<file path="src/rtl/coherence_bus_arbiter_pkg.sv">
// Shared types for the coherence bus arbiter: request classes, arbiter states
// and the CPU id width helper.
package coherence_pkg;
    typedef enum logic [1:0] {
        REQ_EVICT = 2'd0,
        REQ_RX    = 2'd1,
        REQ_R     = 2'd2,
        REQ_INV   = 2'd3
    } bus_req_t;

    typedef enum logic [1:0] {
        ARB_IDLE  = 2'd0,
        ARB_GRANT = 2'd1,
        ARB_BUSY  = 2'd2
    } arb_state_t;

    // Id width never drops below one bit so a two-CPU system still has a legal id.
    function automatic int cpu_id_length(input int cpus);
        return (cpus > 2) ? $clog2(cpus) : 1;
    endfunction
endpackage

</file>
<file path="src/rtl/coherence_bus_arbiter_if.sv">
// Request/grant bundle between the L1 requesters, the bus controller and the arbiter.
interface coherence_bus_arbiter_if #(
    parameter int CPUS = 4
);
    import coherence_pkg::*;

    localparam int ID_W = cpu_id_length(CPUS);

    logic [CPUS-1:0] req_wen;
    logic [CPUS-1:0] req_ren;
    logic [CPUS-1:0] req_ccwrite;
    logic            txn_done;
    logic            abort_bus;
    logic            grant_valid;
    logic [ID_W-1:0] grant_cpu;
    logic [CPUS-1:0] grant_onehot;
    bus_req_t        grant_type;
    logic            busy;
    logic            timeout_err;

    modport slave (
        input  req_wen, req_ren, req_ccwrite, txn_done, abort_bus,
        output grant_valid, grant_cpu, grant_onehot, grant_type, busy, timeout_err
    );

    modport master (
        output req_wen, req_ren, req_ccwrite, txn_done, abort_bus,
        input  grant_valid, grant_cpu, grant_onehot, grant_type, busy, timeout_err
    );
endinterface

</file>
<file path="src/rtl/coherence_bus_arbiter_rr_picker.sv">
// Combinational rotating-priority picker: first set bit of i_mask scanning
// i_ptr, i_ptr+1, ... modulo N (N a power of two).
module rr_picker
    import coherence_pkg::*;
#(
    parameter int N = 4
) (
    input  logic [N-1:0]                i_mask,
    input  logic [cpu_id_length(N)-1:0] i_ptr,
    output logic                        o_valid,
    output logic [cpu_id_length(N)-1:0] o_idx
);
    localparam int IDX_W = cpu_id_length(N);

    logic [IDX_W-1:0] w_cand;

    always_comb begin
        o_valid = 1'b0;
        o_idx   = '0;
        w_cand  = '0;
        // Scan from the farthest offset so the nearest hit after i_ptr is written last.
        for (int i = N - 1; i >= 0; i--) begin
            w_cand = i_ptr + IDX_W'(i);
            if (i_mask[w_cand]) begin
                o_valid = 1'b1;
                o_idx   = w_cand;
            end
        end
    end
endmodule

</file>
<file path="src/rtl/coherence_bus_arbiter.sv">
// Class-aware round-robin arbiter with starvation aging and an optional watchdog
// in front of the MESI coherence bus controller.
module coherence_bus_arbiter
    import coherence_pkg::*;
#(
    parameter int CPUS         = 4,
    parameter int STARVE_LIMIT = 3,
    parameter int TIMEOUT      = 0
) (
    input  logic                   CLK,
    input  logic                   nRST,
    coherence_bus_arbiter_if.slave bus
);
    localparam int ID_W  = cpu_id_length(CPUS);
    localparam int AGE_W = $clog2(STARVE_LIMIT + 1);
    localparam int WD_W  = (TIMEOUT > 0) ? $clog2(TIMEOUT + 1) : 1;

    arb_state_t      r_state;
    arb_state_t      w_state_nxt;
    logic [ID_W-1:0] r_rr_ptr;
    logic [AGE_W-1:0] r_age [CPUS];
    logic [CPUS-1:0] r_pend_snap;
    logic [WD_W-1:0] r_wdog;
    logic            r_grant_valid;
    logic [ID_W-1:0] r_grant_cpu;
    logic [CPUS-1:0] r_grant_onehot;
    bus_req_t        r_grant_type;
    logic            r_busy;
    logic            r_timeout_err;

    logic [CPUS-1:0] w_pend;
    logic [CPUS-1:0] w_starved;
    logic [CPUS-1:0] w_top_mask;
    logic [CPUS-1:0] w_cls_mask [4];
    bus_req_t        w_class [CPUS];
    logic            w_st_valid;
    logic            w_top_valid;
    logic [ID_W-1:0] w_st_idx;
    logic [ID_W-1:0] w_top_idx;
    logic [ID_W-1:0] w_pick;
    logic            w_grant;
    logic            w_release;
    logic            w_to_err;
    logic            w_timeout;

    // Per-CPU class, starved set and the mask of the highest populated class.
    always_comb begin
        w_pend     = '0;
        w_starved  = '0;
        w_top_mask = '0;
        for (int c = 0; c < 4; c++) w_cls_mask[c] = '0;
        for (int i = 0; i < CPUS; i++) begin
            w_class[i]   = REQ_INV;
            w_pend[i]    = bus.req_wen[i] | bus.req_ren[i] | bus.req_ccwrite[i];
            w_starved[i] = w_pend[i] && (r_age[i] == AGE_W'(STARVE_LIMIT));
            if (bus.req_wen[i])                              w_class[i] = REQ_EVICT;
            else if (bus.req_ren[i] && bus.req_ccwrite[i])   w_class[i] = REQ_RX;
            else if (bus.req_ren[i])                         w_class[i] = REQ_R;
            w_cls_mask[w_class[i]][i] = w_pend[i];
        end
        for (int c = 3; c >= 0; c--) begin
            if (|w_cls_mask[c]) w_top_mask = w_cls_mask[c];
        end
    end

    rr_picker #(.N(CPUS)) u_pick_starved (
        .i_mask  (w_starved),
        .i_ptr   (r_rr_ptr),
        .o_valid (w_st_valid),
        .o_idx   (w_st_idx)
    );

    rr_picker #(.N(CPUS)) u_pick_class (
        .i_mask  (w_top_mask),
        .i_ptr   (r_rr_ptr),
        .o_valid (w_top_valid),
        .o_idx   (w_top_idx)
    );

    assign w_pick    = w_st_valid ? w_st_idx : w_top_idx;
    assign w_timeout = (TIMEOUT > 0) && (r_state == ARB_BUSY) && (r_wdog == WD_W'(TIMEOUT));

    always_ff @(posedge CLK or negedge nRST) begin
        if (!nRST) r_state <= ARB_IDLE;
        else       r_state <= w_state_nxt;
    end

    // Abort wins over everything; txn_done wins over the watchdog.
    always_comb begin
        w_state_nxt = r_state;
        w_grant     = 1'b0;
        w_release   = 1'b0;
        w_to_err    = 1'b0;
        if (bus.abort_bus) begin
            w_state_nxt = ARB_IDLE;
        end else begin
            case (r_state)
                ARB_IDLE: begin
                    if (w_top_valid) begin
                        w_state_nxt = ARB_GRANT;
                        w_grant     = 1'b1;
                    end
                end
                ARB_GRANT: begin
                    if (bus.txn_done) begin
                        w_state_nxt = ARB_IDLE;
                        w_release   = 1'b1;
                    end else begin
                        w_state_nxt = ARB_BUSY;
                    end
                end
                ARB_BUSY: begin
                    if (bus.txn_done) begin
                        w_state_nxt = ARB_IDLE;
                        w_release   = 1'b1;
                    end else if (w_timeout) begin
                        w_state_nxt = ARB_IDLE;
                        w_release   = 1'b1;
                        w_to_err    = 1'b1;
                    end
                end
                default: w_state_nxt = ARB_IDLE;
            endcase
        end
    end

    always_ff @(posedge CLK or negedge nRST) begin
        if (!nRST) begin
            r_grant_valid  <= 1'b0;
            r_grant_cpu    <= '0;
            r_grant_onehot <= '0;
            r_grant_type   <= REQ_EVICT;
            r_busy         <= 1'b0;
            r_timeout_err  <= 1'b0;
            r_rr_ptr       <= '0;
            r_pend_snap    <= '0;
            r_wdog         <= '0;
            for (int i = 0; i < CPUS; i++) r_age[i] <= '0;
        end else begin
            r_grant_valid <= w_grant;
            r_timeout_err <= w_to_err;
            if (w_grant) begin
                r_grant_cpu    <= w_pick;
                r_grant_onehot <= CPUS'(1) << w_pick;
                r_grant_type   <= w_class[w_pick];
                r_busy         <= 1'b1;
                r_pend_snap    <= w_pend;
                r_wdog         <= '0;
            end else if (w_state_nxt == ARB_IDLE) begin
                r_grant_cpu    <= '0;
                r_grant_onehot <= '0;
                r_grant_type   <= REQ_EVICT;
                r_busy         <= 1'b0;
            end else begin
                r_wdog <= r_wdog + WD_W'(1);
            end
            // Aging uses the requests seen when the grant was made, not live ones.
            if (w_release) begin
                r_rr_ptr <= r_grant_cpu + ID_W'(1);
                for (int i = 0; i < CPUS; i++) begin
                    if (ID_W'(i) == r_grant_cpu)
                        r_age[i] <= '0;
                    else if (r_pend_snap[i] && (r_age[i] != AGE_W'(STARVE_LIMIT)))
                        r_age[i] <= r_age[i] + AGE_W'(1);
                end
            end
        end
    end

    assign bus.grant_valid  = r_grant_valid;
    assign bus.grant_cpu    = r_grant_cpu;
    assign bus.grant_onehot = r_grant_onehot;
    assign bus.grant_type   = r_grant_type;
    assign bus.busy         = r_busy;
    assign bus.timeout_err  = r_timeout_err;
endmodule

</file>
<file path="src/flat_wrapper.sv">
// flat-port wrapper written by rule: the top's interface ports become plain ports
module coherence_bus_arbiter_flat import coherence_pkg::*;
#(
    parameter int CPUS         = 4,
    parameter int STARVE_LIMIT = 3,
    parameter int TIMEOUT      = 0
)
  (CLK, nRST, bus_req_wen, bus_req_ren, bus_req_ccwrite, bus_txn_done, bus_abort_bus, bus_grant_valid, bus_grant_cpu, bus_grant_onehot, bus_grant_type, bus_busy, bus_timeout_err);
  coherence_bus_arbiter_if #(.CPUS(CPUS)) bus_i ();
  input  logic CLK;
  input  logic nRST;
  input wire logic [$bits(bus_i.req_wen)-1:0] bus_req_wen;
  input wire logic [$bits(bus_i.req_ren)-1:0] bus_req_ren;
  input wire logic [$bits(bus_i.req_ccwrite)-1:0] bus_req_ccwrite;
  input wire logic [$bits(bus_i.txn_done)-1:0] bus_txn_done;
  input wire logic [$bits(bus_i.abort_bus)-1:0] bus_abort_bus;
  output wire logic [$bits(bus_i.grant_valid)-1:0] bus_grant_valid;
  output wire logic [$bits(bus_i.grant_cpu)-1:0] bus_grant_cpu;
  output wire logic [$bits(bus_i.grant_onehot)-1:0] bus_grant_onehot;
  output wire logic [$bits(bus_i.grant_type)-1:0] bus_grant_type;
  output wire logic [$bits(bus_i.busy)-1:0] bus_busy;
  output wire logic [$bits(bus_i.timeout_err)-1:0] bus_timeout_err;
  assign bus_i.req_wen = bus_req_wen;
  assign bus_i.req_ren = bus_req_ren;
  assign bus_i.req_ccwrite = bus_req_ccwrite;
  assign bus_i.txn_done = bus_txn_done;
  assign bus_i.abort_bus = bus_abort_bus;
  assign bus_grant_valid = bus_i.grant_valid;
  assign bus_grant_cpu = bus_i.grant_cpu;
  assign bus_grant_onehot = bus_i.grant_onehot;
  assign bus_grant_type = bus_i.grant_type;
  assign bus_busy = bus_i.busy;
  assign bus_timeout_err = bus_i.timeout_err;
  coherence_bus_arbiter #(.CPUS(CPUS), .STARVE_LIMIT(STARVE_LIMIT), .TIMEOUT(TIMEOUT)) u_core (.CLK(CLK), .nRST(nRST), .bus(bus_i));
endmodule
</file>
<file path="config.mk">
export PLATFORM = sky130hd
export DESIGN_NAME = coherence_bus_arbiter_flat
export DESIGN_NICKNAME = d
export VERILOG_FILES = /design/src/rtl/coherence_bus_arbiter_pkg.sv /design/src/rtl/coherence_bus_arbiter_if.sv /design/src/rtl/coherence_bus_arbiter_rr_picker.sv /design/src/rtl/coherence_bus_arbiter.sv /design/src/flat_wrapper.sv
export SDC_FILE = /design/constraint.sdc
export NUM_CORES = 1
export LEC_CHECK = 0
export ABC_AREA = 1
export CAP_MARGIN = 40
export CORE_ASPECT_RATIO = 1.1
export CORE_UTILIZATION = 30
export DETAILED_ROUTE_END_ITERATION = 8
export HOLD_SLACK_MARGIN = 0.05
export MAX_ROUTING_LAYER = met4
export PLACE_DENSITY = 0.6
export SYNTH_ARGS = -nofsm -noshare
export SYNTH_HDL_FRONTEND = slang
export SYNTH_SLANG_ARGS = --single-unit
</file>
<file path="constraint.sdc">
create_clock -name CLK -period 2.6 [get_ports CLK]
set_input_delay 0.26 -clock CLK [delete_from_list [all_inputs] [get_ports CLK]]
set_output_delay 0.26 -clock CLK [all_outputs]
set_load 0.02 [all_outputs]
</file>
==> results.sh <==
export IMPL_area_growth_pct=25.17
export IMPL_holdWs_ns=0.3503
export IMPL_combPwrFrac_pct=63.7
export IMPL_hpwl_um=4192
export IMPL_critPathKind="in -> reg"
export IMPL_ir_drop_v=0.0004543
export IMPL_seqPwrFrac_pct=24.2
export IMPL_cts_hold_buf=0
export IMPL_final_cell_count_no_fill=449
export IMPL_slew_viol_final=0
export IMPL_fill_cells=755
export IMPL_endpoint_kind="flip-flop"
export IMPL_clkPwrFrac_pct=12.2
export IMPL_cp_required_ns=2.76
export IMPL_final_nets=393
export IMPL_path_max_fanout=9
export IMPL_cts_path_max_buffers=2
export IMPL_postLayoutCellArea_um2=2738
export IMPL_grt_max_degree=27
export IMPL_num_antenna_cells=0
export IMPL_synth_most_common_cell="nand2_1"
export IMPL_path_clk_slew_ns=0.09
export IMPL_core_area_um2=7047
export IMPL_synthTopCellsByArea="dfrtp_1, nand2_1, nand3_1"
export IMPL_finalHoldViolations=0
export IMPL_power_density_nw_per_um2=1013
export IMPL_cts_resized_gates=0
export IMPL_synthCells=319
export IMPL_viasPerCell=4.788
export IMPL_cts_root_buf="clkbuf_8"
export IMPL_sw_frac_of_total_pct=48.36
export IMPL_port_buffers=25
export IMPL_grt_use_total_pct=14.78
export IMPL_hp_class="in -> async"
export IMPL_fin_setup_tns_ns=0
export IMPL_drt_iter0_markers=105
export IMPL_setup_viol=0
export IMPL_p_int_mw=1.432
export IMPL_syn_num_nets=347
export IMPL_ys_ff_latch=26
export IMPL_cts_sinks=26
export IMPL_placed_area_um2=2666
export IMPL_synth_main_ff_cell="dfrtp_1"
export IMPL_min_period_over_period_pct=89.62
export IMPL_grt_pass1_vias=2153
export IMPL_initial_core_util_pct=31.04
export IMPL_outcome="finished, final reports clean"
export IMPL_dp_cells=445
export IMPL_synth_warnings=0
export IMPL_cts_htree_levels=1
export IMPL_antenna_found_initial=0
export IMPL_die_w_um=83.41
export IMPL_power_leakage_nw=1.408
export IMPL_layout_drive_gt1_share_pct=20.33
export IMPL_synth_common_cells="nand2_1, nand3_1, inv_1, dfrtp_1, o21ai_0"
export IMPL_cts_buffers=3
export IMPL_maxCapViolations=0
export IMPL_wl_per_cell_um=11.41
export IMPL_drt_pass1_iterations=4
export IMPL_syn_cell_area_um2=2187
export IMPL_yosysSeqAreaShare_pct=29.75
export IMPL_grt_pass1_wl_um=9128
export IMPL_cts_setup_buffers=0
export IMPL_synth_distinct_cells=30
export IMPL_skew_ns=0.004535
export IMPL_gp_congestion=0.8451
export IMPL_synth_async_sr_flop_share_pct=100.0
export IMPL_clock_fmax_mhz=429.2
export IMPL_period_minus_slack_ns=2.330
export IMPL_ios=27
export IMPL_postRouteAntennaNets=0
export IMPL_drc_errors=0
export IMPL_die_area_um2=7636
export IMPL_grt_ovfl_total=0
export IMPL_synth_top_area_cell="dfrtp_1"
export IMPL_worstSkewPairLatency_ns=0.27
export IMPL_cp_start_kind="input pin"
export IMPL_vias=2150
export IMPL_dieHeight_um=91.55
export IMPL_synth_top_area_share_pct=29.75
export IMPL_synth_edf_count=0
export IMPL_synth_area_per_cell_um2=6.856
export IMPL_cts_tree="done"
export IMPL_p_sw_mw=1.341
export IMPL_rsz0062_at_grt="no"
export IMPL_arrival_ns=2.49
export IMPL_rows=32
export IMPL_drt_total_wl_um=5121
cells in the final DEF (no fill, tap or decap), types with 12 or more instances in the layout:
cell type and n:
buf_4 22, clkdlybuf4s50_1 25, dfrtp_1 26, ha_1 12, inv_1 28, inv_2 16, nand2_1 100, nand2_2 12
nand3_1 41, o21ai_0 19
critical path, cell delays in order:
cell	delay, ns
clkdlybuf4s50_1	0.57
inv_2	0.07
nor3_1	0.23
nor2_2	0.09
nand3_1	0.10
nand2_2	0.08
nand3_2	0.07
nand2_2	0.08
nor2_4	0.17
nand3_2	0.13
nand2_4	0.11
inv_2	0.04
o211ai_2	0.19
nand2_4	0.13
nand3_1	0.09
o21ai_1	0.07
sequential cells by signal, indices dropped and copies added, names as in the netlist:
name	flops
u_core.r_age	8
u_core.bus.grant_onehot	4
u_core.r_pend_snap	4
u_core.bus.grant_cpu	2
u_core.bus.grant_type	2
u_core.r_rr_ptr	2
u_core.r_state	2
u_core.bus.busy	1
u_core.bus.grant_valid	1
power groups by stage:
stage	registers [mW]	clock network, mW	logic, mW
final	0.670	0.338	1.77
after floorplan	0.703	0	1.27
after CTS	0.671	0.349	1.78
after global placement	0.673	0	1.75
after detailed placement	0.677	0	1.77
after global routing	0.696	0.357	2.01
stage by stage:
stage / utilization (%) / power [mW] / setup slack, ns
floorplan: - / 1.971 / 0.7013
global placement: 37.84 / 2.421 / -0.03378
detailed placement: 37.84 / 2.449 / -0.06498
CTS: 38.85 / 2.802 / 0.2329
global route: 38.85 / 3.060 / 0.02303
finish: 38.85 / 2.774 / 0.2698
layer usage:
layer	vias up	global-route usage (%)	part of all wire, %
met2	25	26.91	50
li1	1121	-	-
met4	0	3.531	0.47
met3	2	1.182	2.2
met1	1002	17.67	47
met5	-	-	0
cell type report:
type | count | area (µm²) | area share [%]
Multi-Input combinational cell | 243 | 1329 | 48.54
Sequential cell | 26 | 650.6 | 23.77
Timing Repair Buffer | 47 | 415.4 | 15.17
Inverter | 44 | 165.2 | 6.033
Tap cell | 85 | 106.4 | 3.885
Clock buffer | 3 | 41.29 | 1.508
Clock inverter | 1 | 30.03 | 1.097
cell families after synthesis:
group,after synthesis,share of synthesized area [%]
AO/OA/AOI/OAI,44,11.84
flip-flops,26,29.75
AND/OR/NAND/NOR,186,41.88
other,1,0.1715
adder cells (fa/ha/maj),12,6.865
buffers and inverters,50,9.496
final timing paths:
check / from / slack (ns) / end / depth (start not counted)
worst max-delay path: bus_req_ren[3] / 0.27 / u_core.bus.grant_onehot[1] / 16
worst min-delay path: nRST / 0.35 / u_core.r_age[2] / 2
worst max register to register: u_core.r_age[2] / 0.46 / u_core.bus.grant_type[0] / 16
worst min register to register: u_core.bus.busy / 0.48 / u_core.bus.busy / 2
max in group asynchronous: nRST / 1.99 / u_core.r_pend_snap[2] / 2
min in group CLK: u_core.bus.busy / 0.48 / u_core.bus.busy / 2
Note: power is estimated with default switching activity, not from simulation.
